[src/rtl/lpd.sv]
// Two-word pattern detector: scans a 1024-word stream by address, flags PAT_A
// followed by PAT_B and counts hits. Define LPD_COUNT_SAT_EN to saturate the count at 15.
module lpd #(
  parameter logic [9:0] PAT_A = 10'h2A5,
  parameter logic [9:0] PAT_B = 10'h15A
) (
  input  logic       clk,
  input  logic       rst_n,
  input  logic [9:0] data,
  output logic [9:0] addr,
  output logic       flag,
  output logic [3:0] count,
  output logic       fin
);

  localparam logic [0:0] ST_SCAN = 1'b0;
  localparam logic [0:0] ST_DONE = 1'b1;

  logic [0:0] state_q, state_d;
  logic [9:0] addr_q, addr_d;
  logic [9:0] prev_q, prev_d;
  logic       prev_valid_q, prev_valid_d;
  logic [3:0] cnt_q, cnt_d;
  logic [3:0] count_sum;
  logic       scanning;
  logic       last_word;
  logic       hit;

  always_comb begin
    // NOTE: every signal written here gets a default first, so no path can infer a latch.
    state_d      = state_q;
    addr_d       = addr_q;
    prev_d       = prev_q;
    prev_valid_d = prev_valid_q;
    cnt_d        = cnt_q;

    scanning  = (state_q == ST_SCAN);
    last_word = (addr_q == 10'd1023);
    // Gating with scanning first keeps flag clean while data floats after the scan.
    hit = rst_n & scanning & prev_valid_q & (prev_q == PAT_A) & (data == PAT_B);

`ifdef LPD_COUNT_SAT_EN
    count_sum = (cnt_q == 4'hF) ? 4'hF : cnt_q + {3'b000, hit};
`else
    count_sum = cnt_q + {3'b000, hit};
`endif

    if (scanning) begin
      addr_d       = last_word ? addr_q : addr_q + 10'd1;
      state_d      = last_word ? ST_DONE : ST_SCAN;
      prev_d       = data;
      prev_valid_d = 1'b1;
      cnt_d        = count_sum;
    end
  end

  // NOTE: state registers use non-blocking assignments so every flop samples pre-edge values.
  always_ff @(posedge clk or negedge rst_n) begin
    if (!rst_n) begin
      state_q      <= ST_SCAN;
      addr_q       <= '0;
      prev_q       <= '0;
      prev_valid_q <= 1'b0;
      cnt_q        <= '0;
    end else begin
      state_q      <= state_d;
      addr_q       <= addr_d;
      prev_q       <= prev_d;
      prev_valid_q <= prev_valid_d;
      cnt_q        <= cnt_d;
    end
  end

  assign addr  = addr_q;
  assign fin   = (state_q == ST_DONE);
  assign flag  = hit;
  assign count = rst_n ? count_sum : 4'h0;

endmodule

[config.mk]
export PLATFORM = sky130hd
export DESIGN_NAME = lpd
export DESIGN_NICKNAME = d
export VERILOG_FILES = /design/src/rtl/lpd.sv
export SDC_FILE = /design/constraint.sdc
export NUM_CORES = 1
export LEC_CHECK = 0
export ABC_AREA = 1
export BUFFER_PORTS_ARGS = -buffer_cell sky130_fd_sc_hd__buf_2
export CAP_MARGIN = 20
export CORE_ASPECT_RATIO = 0.6
export CORE_UTILIZATION = 55
export CTS_CLUSTER_SIZE = 10
export DETAILED_ROUTE_END_ITERATION = 12
export MAX_ROUTING_LAYER = met4
export PLACE_DENSITY = 0.82
export SETUP_SLACK_MARGIN = 0.4
export SKIP_CTS_REPAIR_TIMING = 1
export SYNTH_ARGS = -nofsm -noshare
export SYNTH_HDL_FRONTEND = slang
export SYNTH_SLANG_ARGS = --single-unit
[constraint.sdc]
create_clock -name clk -period 2.9 [get_ports clk]
set_clock_uncertainty 0.2 [all_clocks]
set_input_delay 0.145 -clock clk [delete_from_list [all_inputs] [get_ports clk]]
set_output_delay 0.145 -clock clk [all_outputs]
set_load 0.1 [all_outputs]
==> flow_results.xml <==
<?xml version="1.0" encoding="UTF-8"?>
<metrics>
  <group name="setup_path">
    <metric name="worst_ep_arrival_time" unit="ns">2.12</metric>
    <metric name="ff2ff_setup_slack" unit="ns">0.94</metric>
    <metric name="endpoint" unit="">count[3]</metric>
    <metric name="regToRegEndpoint" unit="">cnt_q[2]</metric>
    <metric name="path_max_fanout" unit="">2</metric>
    <metric name="r2r_cells" unit="">7</metric>
    <metric name="rr_startpoint" unit="">fin</metric>
    <metric name="critPathRequiredTime" unit="ns">2.56</metric>
    <metric name="cp-startpoint" unit="">data[7]</metric>
    <metric name="cp-end-kind" unit="">primary output</metric>
    <metric name="critPathKind" unit="">primary input to primary output</metric>
    <metric name="startpoint_type" unit="">primary input</metric>
  </group>
  <group name="drt">
    <metric name="routedWlPerCell" unit="µm">13.40</metric>
    <metric name="drt-initial-drc-count" unit="">93</metric>
    <metric name="drtPass1Iterations" unit="">4</metric>
    <metric name="drcViolationCount" unit="">0</metric>
    <metric name="drtAntennaViolNets" unit="">0</metric>
    <metric name="route.final.wire_length" unit="µm">3150</metric>
    <metric name="num_vias" unit="">1208</metric>
    <metric name="routed_via_density" unit="">5.140</metric>
  </group>
  <group name="power_and_ir_drop">
    <metric name="part_of_the_total_power_dissipated_in_combinational_logic" unit="%">11.4</metric>
    <metric name="p_sw_share" unit="%">25.69</metric>
    <metric name="seq_power_share" unit="%">56.0</metric>
    <metric name="switchingPower" unit="W">0.0001714</metric>
    <metric name="pwr-share-clk" unit="%">32.6</metric>
    <metric name="pwr_density" unit="mW/mm²">378.8</metric>
    <metric name="ir_worst_vdd" unit="µV">251.5</metric>
    <metric name="p_int" unit="W">0.0004959</metric>
    <metric name="cellLeakagePower" unit="nW">0.8556</metric>
    <metric name="total_power" unit="W">0.0006673</metric>
  </group>
  <group name="synth">
    <metric name="synth_seq_area_share" unit="%">48.24</metric>
    <metric name="syn_area_per_cell" unit="µm²">8.125</metric>
    <metric name="synthesis.area" unit="mm²">0.001349</metric>
    <metric name="yosysUniqueCellTypes" unit="">22</metric>
    <metric name="number_of_synthesized_flops_with_an_enable_pin" unit="">0</metric>
    <metric name="synth_top_area_cell" unit="">sky130_fd_sc_hd__dfrtp_1</metric>
    <metric name="synth.net_count" unit="">181</metric>
    <metric name="yosys-top-cells-area" unit="">sky130_fd_sc_hd__dfrtp_1 (48%), sky130_fd_sc_hd__nand2_1 (18%), sky130_fd_sc_hd__inv_1 (5.8%), sky130_fd_sc_hd__nand3_1 (3.3%), sky130_fd_sc_hd__nor2_1 (3.1%)</metric>
    <metric name="syn_inst" unit="">166</metric>
    <metric name="dominantRegCellSynth" unit="">sky130_fd_sc_hd__dfrtp_1</metric>
    <metric name="synth.ff_latch_count" unit="">26</metric>
    <metric name="synth_top_cell_area_share" unit="%">48.24</metric>
    <metric name="yosysWarningCount" unit="">0</metric>
    <metric name="synth_async_sr_flop_share" unit="%">100.0</metric>
  </group>
  <group name="global_routing">
    <metric name="first_global_vias" unit="">1002</metric>
    <metric name="global_route.overflow_total" unit="">0</metric>
    <metric name="grt_start_max_net_pins" unit="">30</metric>
    <metric name="track_usage" unit="%">25.85</metric>
    <metric name="grt_first_pass_wirelength" unit="µm">4719</metric>
    <metric name="grt_antenna_before_repair" unit="">0</metric>
  </group>
  <group name="floorplan">
    <metric name="fp.dieH" unit="µm">40.36</metric>
    <metric name="core-area" unit="mm²">0.002245</metric>
    <metric name="die_area" unit="mm²">0.002661</metric>
    <metric name="start_util" unit="%">60.09</metric>
    <metric name="design.portCount" unit="">28</metric>
    <metric name="die_w" unit="µm">65.93</metric>
    <metric name="row_count" unit="">13</metric>
  </group>
  <group name="placement">
    <metric name="routabilityCongestion" unit="">0.7708</metric>
    <metric name="place.detailed.hpwl" unit="µm">2194</metric>
    <metric name="post-place-ws" unit="ns">0.5205</metric>
    <metric name="port_buffers" unit="">27</metric>
  </group>
  <group name="clock_tree">
    <metric name="cts_made_buffers" unit="">3</metric>
    <metric name="cts.htree.levels" unit="">1</metric>
    <metric name="clkSlewWorstSetupHoldPaths" unit="ns">0.10</metric>
    <metric name="root_buffer" unit="">sky130_fd_sc_hd__clkbuf_8</metric>
    <metric name="cts_tree" unit="">yes</metric>
    <metric name="clock_latency_reported_for_the_late_side_of_the_worst_skew_pair" unit="ns">0.28</metric>
    <metric name="clkSinkCount" unit="">26</metric>
    <metric name="clock_path_buffers" unit="">2</metric>
  </group>
  <group name="timing">
    <metric name="grt_setup_unrepaired" unit="">false</metric>
    <metric name="timing.final.crit_period" unit="ns">2.464</metric>
    <metric name="finalCritPeriodShare" unit="%">84.96</metric>
    <metric name="worst_slew_pin_slew" unit="ns">0.4940</metric>
    <metric name="final_max_slew_viol_count" unit="">0</metric>
    <metric name="maxSlewHeadroom" unit="%">67.29</metric>
    <metric name="finalSetupViolCount" unit="">0</metric>
    <metric name="max_freq" unit="MHz">405.9</metric>
    <metric name="post-route-worst-setup-slack" unit="ns">0.4362</metric>
    <metric name="timing.final.hold_violations" unit="">0</metric>
  </group>
  <group name="final_layout">
    <metric name="syn2layout_area_growth" unit="%">30.61</metric>
    <metric name="antenna_cells_inserted" unit="">0</metric>
    <metric name="finalNetCount" unit="">221</metric>
    <metric name="share_of_post_route_cells_with_drive_strength_above_1" unit="%">25.37</metric>
  </group>
  <group name="hold_path">
    <metric name="min_path_type" unit="">primary input to asynchronous set/reset pin</metric>
  </group>
  <group name="outcome">
    <metric name="status" unit="">finished clean</metric>
  </group>
  <group name="flow_run">
    <metric name="cap_viol_max_count" unit="">0</metric>
  </group>
</metrics>
## worst max-delay path, cell delays in order
cell	delay, ns
sky130_fd_sc_hd__dlygate4sd3_1	0.53
sky130_fd_sc_hd__buf_2	0.11
sky130_fd_sc_hd__inv_1	0.09
sky130_fd_sc_hd__nand4_1	0.09
sky130_fd_sc_hd__nor2_1	0.15
sky130_fd_sc_hd__nand2_1	0.12
sky130_fd_sc_hd__nor2_4	0.12
sky130_fd_sc_hd__ha_4	0.14
sky130_fd_sc_hd__nand3_2	0.10
sky130_fd_sc_hd__xor2_2	0.18
sky130_fd_sc_hd__nor2_4	0.11
sky130_fd_sc_hd__buf_6	0.23
## cells by family after synthesis
kind of cell / after synthesis / synth area share [%]
AO/OA/AOI/OAI: 9 / 3.618
XOR/XNOR: 8 / 5.752
adder cells (fa/ha/maj): 3 / 2.783
flip-flops: 26 / 48.24
AND/OR/NAND/NOR: 95 / 31.45
buffers and inverters: 25 / 8.164
## cells in the mapped netlist, types with 2 or more instances
| cell | n |
|---|---|
| sky130_fd_sc_hd__o21ai_0 | 8 |
| sky130_fd_sc_hd__ha_1 | 3 |
| sky130_fd_sc_hd__nand3_1 | 9 |
| sky130_fd_sc_hd__nor2_4 | 2 |
| sky130_fd_sc_hd__nand2_1 | 63 |
| sky130_fd_sc_hd__dfrtp_1 | 26 |
| sky130_fd_sc_hd__xor2_1 | 3 |
| sky130_fd_sc_hd__inv_1 | 21 |
| sky130_fd_sc_hd__clkbuf_1 | 3 |
| sky130_fd_sc_hd__nand4_1 | 2 |
| sky130_fd_sc_hd__nor2_1 | 11 |
| sky130_fd_sc_hd__xnor2_1 | 4 |
| sky130_fd_sc_hd__nor4_1 | 2 |
## power groups by stage
stage          combinational [W]  sequential [W]  clock (W)
5_1_grt                0.0000822        0.000375   0.000233
2_1_floorplan          0.0000368        0.000379          0
4_1_cts                0.0000600        0.000373   0.000216
3_3_place_gp           0.0000581        0.000380          0
6_report               0.0000760        0.000374   0.000218
3_5_place_dp           0.0000598        0.000380          0
## worst min path at each step
stage	startpoint	to	slack, ns	cells after the start
finish	rst_n	prev_q[0]	0.22	3
global route	rst_n	prev_q[8]	0.26	3
CTS	rst_n	addr[5]	-0.30	2
detailed placement	rst_n	addr[1]	-0.0009	2
global placement	rst_n	addr[3]	-0.0006	2
floorplan	rst_n	addr[0]	-0.35	0
## cells in the final DEF (no fill, tap or decap), types with 3 or more instances in the layout
cell type / instances
sky130_fd_sc_hd__buf_2: 24
sky130_fd_sc_hd__buf_6: 3
sky130_fd_sc_hd__clkbuf_8: 3
sky130_fd_sc_hd__dfrtp_1: 25
sky130_fd_sc_hd__dlygate4sd3_1: 11
sky130_fd_sc_hd__inv_1: 19
sky130_fd_sc_hd__nand2_1: 61
sky130_fd_sc_hd__nand3_1: 8
sky130_fd_sc_hd__nor2_1: 8
sky130_fd_sc_hd__nor2_4: 5
sky130_fd_sc_hd__o21ai_0: 8
sky130_fd_sc_hd__xnor2_1: 4
## layer usage
metal / track usage, % / wire length (µm)
met1: 33.39 / 1444
met2: 40.82 / 1560
met3: 7.386 / 138
met4: 6.383 / 8
met5: - / 0
## per-stage QoR
| step | setup TNS, ns | std cells | util [%] | cell area, µm² | hold WS, ns |
|---|---|---|---|---|---|
| 2_1_floorplan | -0.01933 | 166 | - | 1434 | -0.3506 |
| 3_3_place_gp | 0 | 220 | 70.07 | 1573 | -0.0005508 |
| 3_5_place_dp | 0 | 220 | 70.07 | 1573 | -0.0009163 |
| 4_1_cts | 0 | 224 | 72.07 | 1618 | -0.3030 |
| 5_1_grt | 0 | 235 | 78.48 | 1762 | 0.2582 |
| 6_report | 0 | 235 | 78.48 | 1762 | 0.2205 |
## flip-flops by register name (all words and copies together), names as in the netlist
signal        cells
cnt_q             4
prev_valid_q      1
fin               1
prev_q           10
addr             10
## area by class of cell
class / count / area, µm²
Inverter: 21 / 86.33
Fill cell: 149 / 483.0
Tap cell: 30 / 37.54
Timing Repair Buffer: 39 / 271.5
Sequential cell: 26 / 654.4
Clock buffer: 4 / 45.04
Multi-Input combinational cell: 115 / 666.9
Power figures use the tool's default switching activity.
